$ cat config.mk
export PLATFORM = sky130hd
export DESIGN_NAME = bbox_detect
export DESIGN_NICKNAME = d
export VERILOG_FILES = /design/src/rtl/bbox_detect.sv
export SDC_FILE = /design/constraint.sdc
export NUM_CORES = 1
export LEC_CHECK = 0
export BUFFER_PORTS_ARGS = -buffer_cell sky130_fd_sc_hd__buf_2
export CAP_MARGIN = 20
export CORE_MARGIN = 4
export CORE_UTILIZATION = 62
export CTS_CLUSTER_DIAMETER = 150
export DETAILED_ROUTE_END_ITERATION = 16
export PLACE_DENSITY = 0.9
export SYNTH_ARGS = -nofsm -noshare
export SYNTH_HDL_FRONTEND = slang
export SYNTH_SLANG_ARGS = --single-unit
$ cat constraint.sdc
create_clock -name PCLK -period 7.65 [get_ports PCLK]
set_input_delay 0.3825 -clock PCLK [delete_from_list [all_inputs] [get_ports PCLK]]
set_output_delay 0.3825 -clock PCLK [all_outputs]
set_load 0.02 [all_outputs]
$ cat src/rtl/bbox_detect.sv
// Foreground pixel count and bounding-box extraction over one video frame.
// Results are latched once per frame and held until the next completed frame.
module bbox_detect #(
  parameter int H_ACTIVE  = 640,
  parameter int V_ACTIVE  = 480,
  parameter int PIX_DELAY = 1,
  parameter int MIN_COUNT = 64
) (
  input  logic        PCLK,
  input  logic        RST,
  input  logic [11:0] VtcHCnt,
  input  logic [11:0] VtcVCnt,
  input  logic        pix_i,
  output logic        frame_done,
  output logic        box_valid,
  output logic [11:0] box_xmin,
  output logic [11:0] box_xmax,
  output logic [11:0] box_ymin,
  output logic [11:0] box_ymax,
  output logic [18:0] pix_count
);

  typedef enum logic [1:0] {IDLE, ACCUM, LATCH} state_t;

  localparam logic [18:0] CNT_MAX = '1;

  function automatic logic [18:0] sat_inc(input logic [18:0] c);
    return (c == CNT_MAX) ? c : c + 19'd1;
  endfunction

  function automatic logic [11:0] umin(input logic [11:0] a, input logic [11:0] b);
    return (a < b) ? a : b;
  endfunction

  function automatic logic [11:0] umax(input logic [11:0] a, input logic [11:0] b);
    return (a > b) ? a : b;
  endfunction

  state_t state_q, state_d;

  logic [18:0] cnt_q, cnt_d;
  logic [11:0] xmin_q, xmin_d, xmax_q, xmax_d;
  logic [11:0] ymin_q, ymin_d, ymax_q, ymax_d;

  logic        done_q, done_d;
  logic        valid_q, valid_d;
  logic [18:0] count_q, count_d;
  logic [11:0] bxmin_q, bxmin_d, bxmax_q, bxmax_d;
  logic [11:0] bymin_q, bymin_d, bymax_q, bymax_d;

  logic [11:0] x;
  logic        pix_vld, hit, fs, fe;

  // The pixel arriving now belongs to a counter value PIX_DELAY cycles older.
  assign x       = VtcHCnt - 12'(PIX_DELAY);
  assign pix_vld = (VtcHCnt >= 12'(PIX_DELAY)) && (x < 12'(H_ACTIVE)) &&
                   (VtcVCnt < 12'(V_ACTIVE));
  assign hit     = pix_vld && pix_i;
  assign fs      = (VtcVCnt == 12'd0) && (VtcHCnt == 12'd0);
  assign fe      = (VtcVCnt == 12'(V_ACTIVE)) && (VtcHCnt == 12'd0);

  always_comb begin
    state_d = state_q;
    if (fs) begin
      state_d = ACCUM;
    end else begin
      case (state_q)
        IDLE:    state_d = IDLE;
        ACCUM:   state_d = fe ? LATCH : ACCUM;
        LATCH:   state_d = IDLE;
        default: state_d = IDLE;
      endcase
    end
  end

  // Frame start reseeds the accumulators so the FS-cycle pixel folds into fresh values.
  always_comb begin
    cnt_d  = fs ? 19'd0   : cnt_q;
    xmin_d = fs ? 12'hFFF : xmin_q;
    xmax_d = fs ? 12'd0   : xmax_q;
    ymin_d = fs ? 12'hFFF : ymin_q;
    ymax_d = fs ? 12'd0   : ymax_q;
    if (hit && (fs || state_q == ACCUM)) begin
      cnt_d  = sat_inc(cnt_d);
      xmin_d = umin(xmin_d, x);
      xmax_d = umax(xmax_d, x);
      ymin_d = umin(ymin_d, VtcVCnt);
      ymax_d = umax(ymax_d, VtcVCnt);
    end
  end

  always_comb begin
    done_d  = 1'b0;
    valid_d = valid_q;
    count_d = count_q;
    bxmin_d = bxmin_q;
    bxmax_d = bxmax_q;
    bymin_d = bymin_q;
    bymax_d = bymax_q;
    if (state_q == LATCH) begin
      done_d  = 1'b1;
      count_d = cnt_q;
      if (cnt_q >= 19'(MIN_COUNT)) begin
        valid_d = 1'b1;
        bxmin_d = xmin_q;
        bxmax_d = xmax_q;
        bymin_d = ymin_q;
        bymax_d = ymax_q;
      end else begin
        valid_d = 1'b0;
        bxmin_d = 12'd0;
        bxmax_d = 12'd0;
        bymin_d = 12'd0;
        bymax_d = 12'd0;
      end
    end
  end

  always_ff @(posedge PCLK) begin
    if (RST) begin
      state_q <= IDLE;
      cnt_q   <= 19'd0;
      xmin_q  <= 12'hFFF;
      xmax_q  <= 12'd0;
      ymin_q  <= 12'hFFF;
      ymax_q  <= 12'd0;
      done_q  <= 1'b0;
      valid_q <= 1'b0;
      count_q <= 19'd0;
      bxmin_q <= 12'd0;
      bxmax_q <= 12'd0;
      bymin_q <= 12'd0;
      bymax_q <= 12'd0;
    end else begin
      state_q <= state_d;
      cnt_q   <= cnt_d;
      xmin_q  <= xmin_d;
      xmax_q  <= xmax_d;
      ymin_q  <= ymin_d;
      ymax_q  <= ymax_d;
      done_q  <= done_d;
      valid_q <= valid_d;
      count_q <= count_d;
      bxmin_q <= bxmin_d;
      bxmax_q <= bxmax_d;
      bymin_q <= bymin_d;
      bymax_q <= bymax_d;
    end
  end

  assign frame_done = done_q;
  assign box_valid  = valid_q;
  assign pix_count  = count_q;
  assign box_xmin   = bxmin_q;
  assign box_xmax   = bxmax_q;
  assign box_ymin   = bymin_q;
  assign box_ymax   = bymax_q;

endmodule
==> metrics.md, run 1 <==
| Metric | Value |
|---|---|
| Chip width | `113 µm` |
| Startpoint class of the critical path | `input port` |
| I/O pin total | `96` |
| VDD IR-drop max | `203 µV` |
| CP endpoint kind | `register` |
| Tmin final | `4.72 ns` |
| Worst-margin pin slew | `1.11 ns` |
| Clk_lat worst skew | `0.54 ns` |
| Async set-or-reset flop fraction in the synthesized netlist | `0%` |
| DIE AREA | `12,700 µm²` |
| Synth Area per Inst | `8.45 µm²` |
| Period utilisation layout | `61.8%` |
| ANT cells | `0` |
| Nets@finish | `950` |
| Synth Flop Type | `dfxtp_1` |
| Number of global-route vias before repair | `5,974` |
| Total track usage | `28.3%` |
| Layout cell share with drive strength beyond 1 | `17.4%` |
| Post-CTS Setup Inserts | `0` |
| Clk root buf | `clkbuf_8` |
| Critical path's slowest cell | `or4_1` |
| Cell area after layout | `8000 µm²` |
| Worst-path clk slew | `0.06 ns` |
| Setup ws final | `2.93 ns` |
| Largest net degree at the start of global routing | `70` |
| Post-synth cell types | `55` |
| Hold Path Class | `input port to register` |
| Hold_sp | `VtcVCnt[7]` |
| Post-route ant nets | `0` |
| Number of DRC markers in iteration 0 | `481` |
| Largest cells by area after synthesis | `dfxtp_1, ha_1, nor2_1` |
| Synthesized flop and latch total | `138` |
| R2r setup slk | `4.82 ns` |
| Critical Path AT | `5.17 ns` |
| Leakage | `0.00346 µW` |
| Hold buffer count at CTS | `0` |
| Kind of critical path | `input port to register` |
| Top cell type by total area after synthesis | `dfxtp_1` |
| Drt pass-1 iters | `5` |
| Initial antenna violation count | `0` |
| CTS Buf Count | `17` |
| Slew HR | `25.5%` |
| Crit path cell chain | `buf_2 > inv_1 > ha_1 > nor4b_4 > nand4_2 > or4_1 > buf_4 > and2_1 > ha_1 > nor2b_1 > o211ai_1 > a21oi_1 > o31a_1 > a221o_1 > a211o_1 > o21ai_0` |
| Post-DP Area | `7320 µm²` |
| Worst EP required | `8.10 ns` |
| R2R cell count | `11` |
| Hold Path Stages | `2` |
| Floorplan row count | `37` |
| Via count | `6,274` |
| First-pass GRT wire length | `29,200 µm` |
| Syn_nets | `879` |
| H-Tree Level Count | `4` |
| Unrepaired setup endpoints after global routing | `false` |
| Buffers on Ports | `95` |
| MaxCap Viol Count | `0` |
| Wire per inst | `17.3 µm` |
| Placement Setup Slack | `2.51 ns` |
| Status | `finished clean` |
| Post-synthesis sequential area ratio | `40.6%` |
| Post-synth EDFFs | `0` |
| Syn Inst Count | `805` |
| Starting Density | `64.8%` |
| Final Max Slew Viols | `0` |
| Yosys warnings | `0` |
| Most frequent CP cell | `ha_1` |
| DR vias/cell | `6.12` |
| DPL Wire Length | `11,600 µm` |
| CP Max Fanout | `33` |
| Final setup fails | `0` |
| RePlAce Congestion | `0.956` |
| Number of remaining DRC errors | `0` |
| Netlist Area Pre-Place | `6810 µm²` |
| Clock Tree Buf Depth | `2` |
| Core box area | `10,500 µm²` |
| CTS-repair resized insts | `0` |
| Peak Freq | `0.212 GHz` |
| Worst r2r dst | `ymax_q[1]` |
| Worst Skew | `0.00781 ns` |
| Hold Path End | `ymax_q[7]` |
| TNS Setup | `0 ns` |
| CTS tree | `done` |
| Chip height | `113 µm` |
| PwrDens | `216 nW/µm²` |
| Synth top area share | `40.6%` |
| Final hold viol count | `0` |
| CP peak stage delay | `0.89 ns` |
| Gr ovfl total | `0` |
| CTS Sinks | `138` |
| Layout area overhead | `17.5%` |
| Tot Pwr | `1730 µW` |
| Reg-to-Reg Start | `ymax_q[1]` |
| Routed WL | `17,700 µm` |
-- per-layer routing --
metal  global-route usage (%)  vias up  wire [µm]
met1                     35.1     2967       7380
met3                     6.79       45       1190
met2                     47.9      252       8730
met4                     10.3        0        415
li1                         -     3010          -
met5                        0        -          0
-- cell usage in the layout (no fill, tap or decap), types with 12 or more instances in the layout --
| master | n |
|---|---|
| dfxtp_1 | 138 |
| nor2_1 | 109 |
| buf_2 | 95 |
| nand2_1 | 72 |
| a22oi_1 | 48 |
| ha_1 | 47 |
| a21oi_1 | 46 |
| and2_1 | 29 |
| nor3_1 | 25 |
| nand2b_1 | 22 |
| inv_1 | 20 |
| o21ai_0 | 18 |
| and3_1 | 16 |
| a31oi_1 | 16 |
| clkbuf_16 | 16 |
| nand3_1 | 13 |
| nand4_1 | 13 |
| xnor2_1 | 13 |
| a31o_2 | 12 |
| a21o_1 | 12 |
-- Yosys cell counts, types with 2 or more instances --
library cell and number:
nor4_1 6, nor3_1 25, nor2b_1 5, a31o_2 12
a22oi_1 48, and4_1 2, a21o_1 12, dfxtp_1 138
and3_1 16, o21ai_0 18, and4b_1 2, nor3b_1 5
a21oi_1 46, a31oi_1 17, a221o_1 3, buf_6 2
buf_1 6, xnor2_1 13, nand4_1 13, nand4b_1 2
inv_1 20, and2_1 29, clkbuf_1 43, o21a_1 2
nor2_1 109, or3_1 4, mux2i_1 9, ha_1 47
a211o_1 2, or4_1 6, o211ai_1 7, a21boi_0 2
nand2_1 72, mux2_2 2, nand3_1 13, nand2b_1 23
xor2_1 6
-- per-stage QoR --
step	hold slack, ns	util, %	std cells
4_1_cts	0.114	76.1	1025
6_report	0.136	76.1	1025
5_1_grt	0.138	76.1	1025
3_3_place_gp	0.440	69.7	993
2_1_floorplan	0.436	-	805
3_5_place_dp	0.445	69.7	993
-- area by class of cell --
| cell class | instances | area [µm²] |
|---|---|---|
| Tap cell | 136 | 170 |
| Timing Repair Buffer | 104 | 543 |
| Multi-Input combinational cell | 595 | 3770 |
| Clock buffer | 21 | 459 |
| Sequential cell | 138 | 2760 |
| Inverter | 20 | 75.1 |
| Fill cell | 764 | 2510 |
| Clock inverter | 11 | 214 |
-- kinds of logic (layout without fill, tap and decap cells) --
| group | Yosys count | after routing | synth area share (%) |
|---|---|---|---|
| AND/OR/NAND/NOR | 338 | 338 | 24.7 |
| flip-flops | 138 | 138 | 40.6 |
| XOR/XNOR | 19 | 19 | 2.45 |
| AO/OA/AOI/OAI | 180 | 180 | 17.8 |
| multiplexers | 11 | 11 | 1.65 |
| adder cells (fa/ha/maj) | 47 | 47 | 8.64 |
| buffers and inverters | 72 | 156 | 4.21 |
-- where the power goes --
part           total (µW)  switching (µW)  internal (µW)
Combinational        81.2            55.3           25.9
Sequential            719     0.000000972            719
Clock                 930             309            621
Total                1730             364           1370
-- sequential cells by signal, summed over array words and instances (netlist names) --
| name | flops |
|---|---|
| xmin_q | 12 |
| pix_count | 19 |
| ymax_q | 12 |
| box_valid | 1 |
| cnt_q | 19 |
| box_xmax | 12 |
| box_xmin | 12 |
| xmax_q | 12 |
| box_ymin | 12 |
| ymin_q | 12 |
| box_ymax | 12 |
| state_q | 2 |
| frame_done | 1 |
-- worst max-delay path: cells and delay by family --
| family | cells | cell delay (ns) |
|---|---|---|
| AOI/OAI and AO/OA | 6 | 1.68 |
| adders and majority gates | 2 | 0.51 |
| buffers and inverters | 3 | 0.65 |
| and+or+nand+nor | 5 | 1.93 |
-- worst max path at each step --
stage | startpoint | end | slack, ns | cells past startpoint
after detailed placement | VtcHCnt[0] | xmax_q[7] | 2.51 | 16
final | VtcHCnt[0] | xmax_q[7] | 2.93 | 16
after CTS | VtcHCnt[0] | xmax_q[4] | 3.02 | 16
after global routing | VtcHCnt[0] | xmax_q[1] | 2.71 | 16
after global placement | VtcHCnt[0] | xmax_q[8] | 2.74 | 16
after floorplan | VtcHCnt[0] | xmax_q[8] | 3.44 | 19
No activity file was read; power rests on OpenSTA's default activity.
==> run 2: changes to the inputs <==
ABC_AREA = 1   (was default)
CORE_UTILIZATION = 58   (was 62)
PLACE_DENSITY = 0.85   (was 0.9)
clock period = 4.4 ns   (was 7.65 ns; I/O delays follow)
==> metrics.md, run 2 <==
| Metric | Value |
|---|---|
| CTS Buf Count | `17 (unchanged)` |
| Post-synthesis sequential area ratio | `36.9% (was 40.6%)` |
| ANT cells | `0 (unchanged)` |
| Fill count | `1,103 (was 764)` |
| Layout cell share with drive strength beyond 1 | `19.8% (was 17.4%)` |
| Buffers on Ports | `95 (unchanged)` |
| Leakage | `0.00410 µW (was 0.00346 µW)` |
| Netlist Area Pre-Place | `7490 µm² (was 6810 µm²)` |
| Synth top cells by count | `nand2_1, dfxtp_1, inv_1 (was dfxtp_1, nor2_1, nand2_1)` |
| Top cell type by total area after synthesis | `dfxtp_1 (unchanged)` |
| Worst-margin pin slew | `0.831 ns (was 1.11 ns)` |
| Hold_sp | `VtcVCnt[2] (was VtcVCnt[7])` |
| Total track usage | `25.6% (was 28.3%)` |
| Peak Freq | `0.315 GHz` |
| Cell Int Power | `2140 µW (was 1370 µW)` |
| Core box area | `12,600 µm² (was 10,500 µm²)` |
| Post-synth cell types | `38 (was 55)` |
| Metal2 WL | `8760 µm (was 8730 µm)` |
| DPL Wire Length | `12,700 µm (was 11,600 µm)` |
| Post-synth EDFFs | `0 (unchanged)` |
| Final setup fails | `0 (unchanged)` |
| Kind of critical path | `input port to register (unchanged)` |
| Hold Path Class | `input port to register (unchanged)` |
| Clk_lat worst skew | `0.43 ns (was 0.54 ns)` |
| Yosys warnings | `0 (unchanged)` |
| Worst r2r dst | `ymin_q[1] (was ymax_q[1])` |
| Hold Path Stages | `3 (was 2)` |
| DIE AREA | `14,800 µm² (was 12,700 µm²)` |
| Net Sw Frac | `23.3% (was 21.0%)` |
| Clock Tree Buf Depth | `2 (unchanged)` |
| TNS Setup | `0 ns (unchanged)` |
| Number of global-route vias before repair | `6,694 (was 5,974)` |
| Reg-to-Reg Start | `ymin_q[5] (was ymax_q[1])` |
| Nets@finish | `1,230 (was 950)` |
| Slew HR | `44.5% (was 25.5%)` |
| Drt pass-1 iters | `5 (unchanged)` |
| Tot Pwr | `2800 µW (was 1730 µW)` |
| Via count | `7,180 (was 6,274)` |
| CTS-repair resized insts | `0 (unchanged)` |
| DR vias/cell | `5.35 (was 6.12)` |
| Worst Skew | `0.00862 ns (was 0.00781 ns)` |
| Clock Power Share | `50.5% (was 53.8%)` |
| Period utilisation layout | `72.1%` |
| Synth Area per Inst | `6.94 µm² (was 8.45 µm²)` |
| R2r setup slk | `2.19 ns (was 4.82 ns)` |
| RePlAce Congestion | `0.939 (was 0.956)` |
| Synthesized flop and latch total | `138 (unchanged)` |
| Worst-path clk slew | `0.06 ns (about the same)` |
| Post-DP Area | `8010 µm² (was 7320 µm²)` |
| Switch Pwr | `652 µW (was 364 µW)` |
| Commonest non-fill, non-tap cell in the layout | `nand2_1 (was dfxtp_1)` |
| Largest net degree at the start of global routing | `66 (was 70)` |
| Commonest cells after routing, fill and taps aside | `nand2_1, dfxtp_1, inv_1 (was dfxtp_1, nor2_1, buf_2)` |
| MaxCap Viol Count | `0 (unchanged)` |
| Hold buffer count at CTS | `0 (unchanged)` |
| First-pass GRT wire length | `30,700 µm (was 29,200 µm)` |
| Gr ovfl total | `0 (unchanged)` |
| Syn Inst Count | `1,080 (was 805)` |
| Largest cells by area after synthesis | `dfxtp_1, nand2_1, ha_1 (was dfxtp_1, ha_1, nor2_1)` |
| Startpoint class of the critical path | `input port (unchanged)` |
| Number of remaining DRC errors | `0 (unchanged)` |
| Chip height | `122 µm (was 113 µm)` |
| Synth Flop Type | `dfxtp_1 (unchanged)` |
| Chip width | `122 µm (was 113 µm)` |
| Hold Path End | `ymin_q[2] (was ymax_q[7])` |
| Worst EP required | `4.75 ns (was 8.10 ns)` |
| Cell area after layout | `8610 µm² (was 8000 µm²)` |
| Most common cell in the netlist | `nand2_1 (was dfxtp_1)` |
| Routed WL | `18,500 µm (was 17,700 µm)` |
| Layout area overhead | `14.9% (was 17.5%)` |
| Post-CTS Setup Inserts | `0 (unchanged)` |
| Floorplan row count | `41 (was 37)` |
| Starting Density | `59.4% (was 64.8%)` |
| Routed wl met3 | `1190 µm (about the same)` |
| Reg power frac | `44.7% (was 41.5%)` |
| I/O pin total | `96 (unchanged)` |
| CTS tree | `done (unchanged)` |
| CP Max Fanout | `25 (was 33)` |
| Syn_nets | `1,154 (was 879)` |
| Initial antenna violation count | `0 (unchanged)` |
| PwrDens | `325 nW/µm² (was 216 nW/µm²)` |
| Final Max Slew Viols | `0 (unchanged)` |
| Critical Path AT | `3.52 ns (was 5.17 ns)` |
| Clk root buf | `clkbuf_16 (was clkbuf_8)` |
| CTS Sinks | `138 (unchanged)` |
| Async set-or-reset flop fraction in the synthesized netlist | `0% (unchanged)` |
| Synth top area share | `36.9% (was 40.6%)` |
| Max layer used | `met4 (unchanged)` |
| Unrepaired setup endpoints after global routing | `false (unchanged)` |
| Status | `finished clean (unchanged)` |
| Tmin final | `3.17 ns` |
| Metal-1 WL | `8120 µm (was 7380 µm)` |
| CP endpoint kind | `register (unchanged)` |
| Number of DRC markers in iteration 0 | `684 (was 481)` |
| H-Tree Level Count | `4 (unchanged)` |
| Post-route ant nets | `0 (unchanged)` |
| Wire per inst | `13.8 µm (was 17.3 µm)` |
| Logic pwr share | `4.9% (was 4.7%)` |
| R2R cell count | `11 (unchanged)` |
| VDD IR-drop max | `199 µV (was 203 µV)` |
| Final hold viol count | `0 (unchanged)` |
run 2: cell types whose count changed in the layout (fill, tap and decap cells not counted), sizes merged, moves of 20 or more:
cell    delta
a21oi     +67
or2       +47
nand2b    -22
a22oi     -48
nand2    +177
o21ai     +20
nor3      -22
and2      -28
nand3     +78
inv      +126
run 2: layer usage:
metal	track usage, %	vias up
li1	-	3593
met1	32.8	3290
met2	42.6	258
met3	4.92	39
met4	9.87	0
met5	0	-
run 2: stage by stage:
stage          std cells  utilization (%)  hold slack [ns]  setup slack, ns
5_1_grt             1341             68.2            0.104            0.852
3_5_place_dp        1308             63.5            0.453            0.847
3_3_place_gp        1308             63.5            0.450            0.994
2_1_floorplan       1080                -            0.374             1.45
6_report            1341             68.2           0.0741             1.23
4_1_cts             1340             68.2           0.0640             1.27
run 2: worst max-delay path, stage by stage:
cell	delay, ns
buf_2	0.13
inv_2	0.09
ha_1	0.20
nand3_2	0.12
inv_2	0.07
nand2_2	0.08
nor2_4	0.13
nand2_4	0.05
inv_1	0.60
nor2_1	0.15
ha_1	0.35
nand2_1	0.05
inv_1	0.09
nand2_1	0.06
nor3b_1	0.24
nand3_1	0.19
a21oi_4	0.39
o21ai_0	0.15
a21oi_1	0.15
run 2: power groups by stage:
stage | sequential (µW) | clock (µW) | combinational [µW]
finish | 1250 | 1410 | 136
global route | 1250 | 1480 | 154
CTS | 1250 | 1420 | 134
detailed placement | 1280 | 0 | 132
global placement | 1280 | 0 | 129
floorplan | 1280 | 0 | 88.1
run 2: worst max path at each step:
stage | from | end | slack (ns)
2_1_floorplan | VtcHCnt[1] | ymax_q[7] | 1.45
3_5_place_dp | VtcHCnt[0] | ymax_q[5] | 0.85
5_1_grt | VtcHCnt[0] | ymax_q[4] | 0.85
4_1_cts | VtcHCnt[0] | ymax_q[2] | 1.27
6_report | VtcHCnt[0] | ymax_q[5] | 1.23
3_3_place_gp | VtcHCnt[0] | ymax_q[1] | 0.99
run 2: final cells by class:
cell class / instances / area [µm²] / share of cell area, %
multi-input cells: 748 / 3950 / 45.8
flip-flops and latches: 138 / 2760 / 32.1
repair buffers: 105 / 551 / 6.40
inverters: 146 / 548 / 6.37
clock buffers: 19 / 443 / 5.15
well taps: 172 / 215 / 2.50
clock inverters: 13 / 144 / 1.67
run 2: cells by family (layout without fill, tap and decap cells):
logic type / Yosys count / count (layout) / share of synthesized area (%)
compound gates: 157 / 157 / 10.9
buf+inv: 194 / 283 / 10.6
fa+ha+maj: 47 / 47 / 7.85
xor+xnor: 10 / 10 / 1.17
flops: 138 / 138 / 36.9
simple gates: 534 / 534 / 32.6
